[config.mk]
export PLATFORM = sky130hd
export DESIGN_NAME = mem_stage
export DESIGN_NICKNAME = d
export VERILOG_FILES = /design/src/rtl/mem_stage.sv
export SDC_FILE = /design/constraint.sdc
export NUM_CORES = 2
export LEC_CHECK = 0
export ABC_AREA = 1
export CAP_MARGIN = 20
export CORE_MARGIN = 2
export CORE_UTILIZATION = 41
export CTS_BUF_LIST = sky130_fd_sc_hd__clkbuf_8 sky130_fd_sc_hd__clkbuf_16
export DETAILED_ROUTE_END_ITERATION = 8
export PLACE_DENSITY = 0.66
export SYNTH_ARGS = -nofsm -noshare
export SYNTH_HDL_FRONTEND = slang
export SYNTH_SLANG_ARGS = --single-unit
[constraint.sdc]
create_clock -name clk -period 11.38 [get_ports clk]
set_input_delay 1.707 -clock clk [delete_from_list [all_inputs] [get_ports clk]]
set_output_delay 1.707 -clock clk [all_outputs]
set_load 0.02 [all_outputs]
[src/rtl/mem_stage.sv]
// Memory-access pipeline stage: word loads/stores on an internal data RAM,
// a post-reset clear sweep, sticky access-error flags and saturating counters.
module mem_stage #(
   parameter int ADDR_W = 6,
   parameter int CNT_W  = 16
) (
   input  logic              clk,
   input  logic              rst,
   input  logic [70:0]       ex_mem_in,
   output logic [35:0]       mem_wb_out,
   output logic              busy,
   output logic              misalign_err,
   output logic              range_err,
   output logic [CNT_W-1:0]  load_cnt,
   output logic [CNT_W-1:0]  store_cnt
);

   localparam int DEPTH = 2 ** ADDR_W;

   typedef enum logic {CLEAR = 1'b0, RUN = 1'b1} state_t;

   state_t            state;
   state_t            state_nxt;
   logic              clear_we;
   logic              run;
   logic [ADDR_W-1:0] ptr;

   logic [31:0]       ram [DEPTH];

   // EX/MEM bundle fields
   logic              reg_write;
   logic              mem_to_reg;
   logic              mem_read;
   logic              mem_write;
   logic [31:0]       alu_result;
   logic [31:0]       store_data;
   logic [2:0]        rd;

   assign reg_write  = ex_mem_in[70];
   assign mem_to_reg = ex_mem_in[69];
   assign mem_read   = ex_mem_in[68];
   assign mem_write  = ex_mem_in[67];
   assign alu_result = ex_mem_in[66:35];
   assign store_data = ex_mem_in[34:3];
   assign rd         = ex_mem_in[2:0];

   logic [ADDR_W-1:0] word_addr;
   logic              misalign_hit;
   logic              range_hit;
   logic              access;
   logic              legal;
   logic              do_store;
   logic              do_load;

   assign word_addr    = alu_result[ADDR_W+1:2];
   assign misalign_hit = |alu_result[1:0];
   assign range_hit    = |alu_result[31:ADDR_W+2];
   assign access       = mem_read | mem_write;
   assign legal        = access & ~misalign_hit & ~range_hit;
   // A combined read/write request is a store; it never produces a load.
   assign do_store     = run & legal & mem_write;
   assign do_load      = run & legal & mem_read & ~mem_write;

   // FSM: state register
   always_ff @(posedge clk) begin
      if (rst) state <= CLEAR;
      else     state <= state_nxt;
   end

   // FSM: next state
   always_comb begin
      state_nxt = state;
      case (state)
         CLEAR:   if (&ptr) state_nxt = RUN;
         RUN:     state_nxt = RUN;
         default: state_nxt = CLEAR;
      endcase
   end

   // FSM: outputs
   always_comb begin
      busy     = 1'b0;
      clear_we = 1'b0;
      run      = 1'b0;
      case (state)
         CLEAR: begin
            busy     = 1'b1;
            clear_we = 1'b1;
         end
         RUN:     run = 1'b1;
         default: busy = 1'b1;
      endcase
   end

   always_ff @(posedge clk) begin
      if (rst)           ptr <= '0;
      else if (clear_we) ptr <= ptr + ADDR_W'(1);
   end

   // RAM write port: sweep writes zero, otherwise legal stores
   always_ff @(posedge clk) begin
      if (!rst) begin
         if (clear_we)      ram[ptr]       <= 32'h0;
         else if (do_store) ram[word_addr] <= store_data;
      end
   end

   logic        reg_write_q;
   logic        mem_to_reg_q;
   logic [2:0]  rd_q;
   logic [31:0] alu_q;
   logic [31:0] ram_q;

   // ram_q only moves on a legal load, so mem_to_reg without one replays the last load
   always_ff @(posedge clk) begin
      if (rst) begin
         reg_write_q  <= 1'b0;
         mem_to_reg_q <= 1'b0;
         rd_q         <= 3'd0;
         alu_q        <= 32'h0;
         ram_q        <= 32'h0;
      end else if (run) begin
         reg_write_q  <= reg_write & ~(access & ~legal);
         mem_to_reg_q <= mem_to_reg;
         rd_q         <= rd;
         alu_q        <= alu_result;
         if (do_load) ram_q <= ram[word_addr];
      end
   end

   assign mem_wb_out = {reg_write_q, rd_q, (mem_to_reg_q ? ram_q : alu_q)};

   always_ff @(posedge clk) begin
      if (rst) begin
         misalign_err <= 1'b0;
         range_err    <= 1'b0;
      end else if (run && access) begin
         if (misalign_hit) misalign_err <= 1'b1;
         if (range_hit)    range_err    <= 1'b1;
      end
   end

   always_ff @(posedge clk) begin
      if (rst) begin
         load_cnt  <= '0;
         store_cnt <= '0;
      end else begin
         if (do_load && load_cnt != '1)   load_cnt  <= load_cnt + CNT_W'(1);
         if (do_store && store_cnt != '1) store_cnt <= store_cnt + CNT_W'(1);
      end
   end

endmodule

After elaboration in Yosys (flattened, before gate mapping)
Memory sizes are Yosys's and may differ from the RTL's. A register that Yosys moved wholly into a read port is not among the register bits.
Index checks and enable logic that the tools add are counted.
{"block": "word_totals", "register_bits": 78, "ramBits": 2048, "out_inout_bits": 71, "wordCells": 55, "memories": 1}
{"name": "ram", "words": 64, "width": 32, "read_ports": 1, "rd_clocked_by_memory_dff": 1, "write_ports": 1, "line_no": "28", "rtl": "logic [31:0] ram [DEPTH];"}
{"block": "classes", "add_sub_neg": 3, "n_eq_ne": 2, "mux": 14, "bitwise_logic": 15, "n_reduce_logical": 10}
{"cell": "32-bit two-way mux", "count": 2}
{"cell": "16-bit by 1-bit adder with 16-bit output (second input constant)", "count": 2}
{"cell": "16-bit != test (second input constant)", "count": 2}
{"cell": "32-bit OR reduction", "count": 1}
{"cell": "24-bit OR reduction", "count": 1}
{"cell": "1-bit two-way mux", "count": 10}
{"cell": "1-bit AND", "count": 8}
{"cell": "6-bit by 1-bit adder with 6-bit output (second input constant)", "count": 1}
{"cell": "6-bit two-way mux", "count": 1}
{"cell": "1-bit NOT", "count": 6}
{"cell": "2-bit AND reduction", "count": 3}
{"cell": "6-bit AND reduction", "count": 1}
{"cell": "1-bit logical AND", "count": 3}
{"cell": "1-bit case mux with 2 select lines", "count": 1}
{"cell": "2-bit OR reduction", "count": 1}
{"cell": "1-bit bitwise OR", "count": 1}

Logic depth before layout (Yosys ltp)
{"block": "logic_depth", "depth_word": 12, "ltp_mapped": 13, "mapped_depth_nobuf": 13}

Least setup slack after synthesis
Ideal clock, no wire load.
{"block": "synth_path", "path_kind": "input port to flip-flop", "start": "in ex_mem_in[61]", "end": "mem ram[0][10] (data pin)", "setup_ns": 0.500, "t_arrival_ns": 4.314, "path_slack_ns": 6.566, "cell_stages": 9, "n_path_buf": 2, "path_cell_list": "nor2_1 > nand2_1 > nor2_4 > nand3_2 > nor2_4 > nand4_4 > buf_6 > clkbuf_1 > nor2_1"}
{"block": "synth_via", "elab_chain_len": 11}
{"item": "start, declared", "line_no": "9", "rtl": "input logic [70:0] ex_mem_in,"}
{"item": "24-bit OR reduction", "line_no": "57", "rtl": "assign range_hit = |alu_result[31:ADDR_W+2];"}
{"item": "1-bit NOT", "line_no": "59", "rtl": "assign legal = access & ~misalign_hit & ~range_hit;"}
{"item": "1-bit AND", "line_no": "59"}
{"item": "1-bit AND (2 in series)", "line_no": "61", "rtl": "assign do_store = run & legal & mem_write;"}
{"item": "1-bit two-way mux", "line_no": "104", "rtl": "else if (do_store) ram[word_addr] <= store_data;"}
{"item": "1-bit two-way mux", "line_no": "103", "rtl": "if (clear_we) ram[ptr] <= 32'h0;"}
{"item": "1-bit two-way mux", "line_no": "102", "rtl": "if (!rst) begin"}
{"item": "1-bit two-way mux (implied by the code)", "line_no": "104"}
{"item": "32-bit OR reduction (no source line)"}
{"item": "32-bit two-way mux (no source line)"}
{"item": "end, declared", "line_no": "28"}
Every way passes these cells.

Final worst setup path
{"block": "layout_path", "start": "in rst", "end": "mem ram[21][19] (enable)"}
{"block": "layout_via", "elab_chain_len": 4}
{"item": "start, declared", "line_no": "8", "rtl": "input logic rst,"}
{"item": "1-bit two-way mux", "line_no": "102"}
{"item": "1-bit two-way mux (implied by the code)", "line_no": "104"}
{"item": "32-bit OR reduction (no source line)"}
{"item": "6-bit two-way mux (no source line) or 1-bit two-way mux (tied branches)"}
Several ways; a longest one is shown, not always the timed one.

==> results.json <==
{
  "final_cell_area_mm2": 0.0993,
  "holdCritPathClass": "reg2reg",
  "placeableCoreArea_mm2": 0.212,
  "rsz_0062_raised_after_global_routing": "false",
  "ys.flop_type": "sky130_fd_sc_hd__edfxtp_1",
  "use_met2_pct": 33.9,
  "postCtsResizedCells": 0,
  "route.antenna.remaining_nets": 0,
  "global_route_wire_length_before_repair_mm": 365,
  "global_route.usage.met1_pct": 32.0,
  "post-cts-setup-buffer-count": 0,
  "clock_tree_from_tritoncts": "yes",
  "power.ir.vdd_worst_v": 0.000150,
  "synth_common_cells": "sky130_fd_sc_hd__nand2_1 (2,249), sky130_fd_sc_hd__edfxtp_1 (2,048), sky130_fd_sc_hd__nand3_1 (1,938)",
  "syn2layout_area_growth_pct": 13.6,
  "dr_total_vias": 59224,
  "drc": 0,
  "clk-insertion-delay-late_ps": 870,
  "powerDensity_mw_per_mm2": 163,
  "fin_worst_skew_ps": 25.3,
  "first_global_vias": 55455,
  "place.detailed.hpwl_mm": 133,
  "die_y_um": 466,
  "aggregate_routed_wire_length_mm": 249,
  "seq_area_frac_synth_pct": 72.9,
  "aggregate_global_route_resource_usage_pct": 22.4,
  "post_route_cells_drive_above_1_share_pct": 7.84,
  "critical_path_arrival_ps": 5790,
  "dieWidth_um": 466,
  "cts_stage_hold_buffer_count": 0,
  "top_cell_type_s_share_of_synthesized_area_pct": 70.4,
  "ys_ff_latch": 2158,
  "largest_net_degree_at_the_start_of_global_routing": 205,
  "route.detailed.vias_per_inst": 5.64,
  "clock-sinks": 2158,
  "synth.largest_area_cell": "sky130_fd_sc_hd__edfxtp_1",
  "cts-htree-levels": 4,
  "tritoncts.num_buffers": 212,
  "setup_tns_ps": 0,
  "max-clock-path-buffers": 3,
  "final_critical_path_setup_slack_ps": 6070,
  "synthMostInstantiatedCell": "sky130_fd_sc_hd__nand2_1",
  "crit_path_kind": "in2reg",
  "crit_path_start_kind": "primary input",
  "placementRows": 169,
  "final_net_count": 7578,
  "netlist_top_cells_area": "sky130_fd_sc_hd__edfxtp_1 (70%), sky130_fd_sc_hd__nand3_1 (11%), sky130_fd_sc_hd__nand2_1 (9.7%)",
  "global_route.peak_usage_layer": "met2",
  "period_needed_ps": 5310,
  "synth_edf_count": 2048,
  "grt_overflow_total": 0,
  "initial_utilization_pct": 41.2,
  "drv.max_cap_violation_count": 0,
  "outcome": "finished, final reports clean",
  "clock-root-buffer": "sky130_fd_sc_hd__clkbuf_16",
  "dpl_worst_slack_ps": 5200,
  "tightestPinTransition_ps": 1140,
  "post_drt_wl_per_cell_um": 23.7,
  "ioPinCount": 144,
  "place_congestion": 0.937,
  "placement.io_buffers": 143,
  "synth.lib_cells_used.distinct": 37,
  "worst_slew_slack_as_a_fraction_of_its_limit_pct": 23.7,
  "timing.fmax_mhz": 188,
  "timing.final.hold_violations": 0,
  "die-area_mm2": 0.217,
  "cts.clk_slew.worst_paths_ps": 60,
  "synthesis_warnings": 0,
  "async_flop_share_pct": 0,
  "grt_util_met3_pct": 4.20,
  "syn_avg_cell_area_um2": 11.7,
  "p_leak_nw": 36.9,
  "detail_route.first_pass.iterations": 9,
  "setup_viol": 0,
  "final_min_period_over_clock_period_pct": 46.7,
  "worst_path_max_fanout": 47,
  "post_dp_cell_area_mm2": 0.0921,
  "antenna_found_initial": 14,
  "detailedRoute.firstIterationViolations": 8367,
  "report.power.total_w": 0.0162,
  "syn-instance-count": 7499,
  "mappedNetlistNets": 7575,
  "cp_data_required_time_ps": 11850,
  "synthesis.area_mm2": 0.0874,
  "max_slew_vio_count": 0,
  "timing.critical_path.to_type": "flop"
}
## per-layer routing
layer | wire length [um] | up-vias
met5 | 95 | -
met2 | 112000 | 3380
met4 | 9180 | 8
li1 | - | 26546
met3 | 27200 | 398
met1 | 101000 | 28892
## metrics by stage
step	hold WS (ps)	std cells	utilization, %
3_3_place_gp	438	10090	43.4
2_1_floorplan	425	7499	-
3_5_place_dp	446	10094	43.5
6_report	456	10502	46.9
5_1_grt	463	10498	46.9
4_1_cts	458	10481	46.7
## cells by family (layout without fill, tap and decap cells)
logic type | Yosys count | after routing | share of synthesized area, %
mux | 4 | 4 | 0.0516
fa+ha+maj | 3 | 3 | 0.0430
xor+xnor | 18 | 18 | 0.180
simple gates | 4437 | 4437 | 22.3
flops | 2158 | 2158 | 72.9
compound gates | 256 | 256 | 1.50
other cells | 0 | 6 | 0
buf+inv | 623 | 799 | 3.00
## flip-flops by register name, summed over array words and instances, names as in the netlist
signal and cells:
state 1, rd_q 3, ram_q 32, alu_q 32
misalign_err 1, ptr 6, ram 2048, reg_write_q 1
store_cnt 16, mem_to_reg_q 1, load_cnt 16, range_err 1
## layout by cell type (no fill, tap or decap), drive strengths merged, types with 3 or more instances in the layout
cell type | netlist | routed
diode | 0 | 6
o21ai | 127 | 127
clkinvlp | 0 | 9
dfxtp | 110 | 110
xor2 | 13 | 13
clkbuf | 227 | 224
nor4 | 5 | 5
inv | 128 | 183
a31oi | 3 | 3
nand3 | 1948 | 1948
edfxtp | 2048 | 2048
mux2 | 4 | 4
bufinv | 0 | 18
buf | 264 | 143
ha | 3 | 3
clkinv | 4 | 85
clkdlybuf4s50 | 0 | 137
nor3 | 18 | 18
nand4 | 16 | 16
xnor2 | 5 | 5
nor2 | 183 | 183
nand2 | 2266 | 2266
a21oi | 124 | 124
## layout make-up
cell class	instances	area, um2
Fill cell	18626	113000
Sequential cell	2158	63700
Multi-Input combinational cell	4718	21800
Clock buffer	224	5480
Tap cell	2821	3530
Timing Repair Buffer	280	2920
Clock inverter	163	1340
Inverter	132	523
Antenna cell	6	15.0
## final timing paths
check                           startpoint     endpoint  slack (ps)  depth (start not counted)
worst min register to register   alu_q[13]    alu_q[13]         460                          2
worst min-delay path             alu_q[13]    alu_q[13]         460                          2
worst max register to register       state  ram[21][19]        7920                          7
worst max-delay path                   rst  ram[21][19]        6070                          8
## critical path, cell delays in order
cell,delay (ps)
sky130_fd_sc_hd__clkdlybuf4s50_1,410
sky130_fd_sc_hd__buf_4,270
sky130_fd_sc_hd__inv_2,660
sky130_fd_sc_hd__buf_4,630
sky130_fd_sc_hd__nand2_1,330
sky130_fd_sc_hd__nor2_4,250
sky130_fd_sc_hd__nand2_2,400
sky130_fd_sc_hd__nor2_4,1010
## power by group
| part | internal [W] | switching, W | total (W) |
|---|---|---|---|
| Combinational | 0.000178 | 0.000547 | 0.000725 |
| Sequential | 0.00858 | 0.00000509 | 0.00858 |
| Clock | 0.00388 | 0.00299 | 0.00687 |
| Total | 0.0126 | 0.00354 | 0.0162 |
Note: power is estimated with default switching activity, not from simulation.
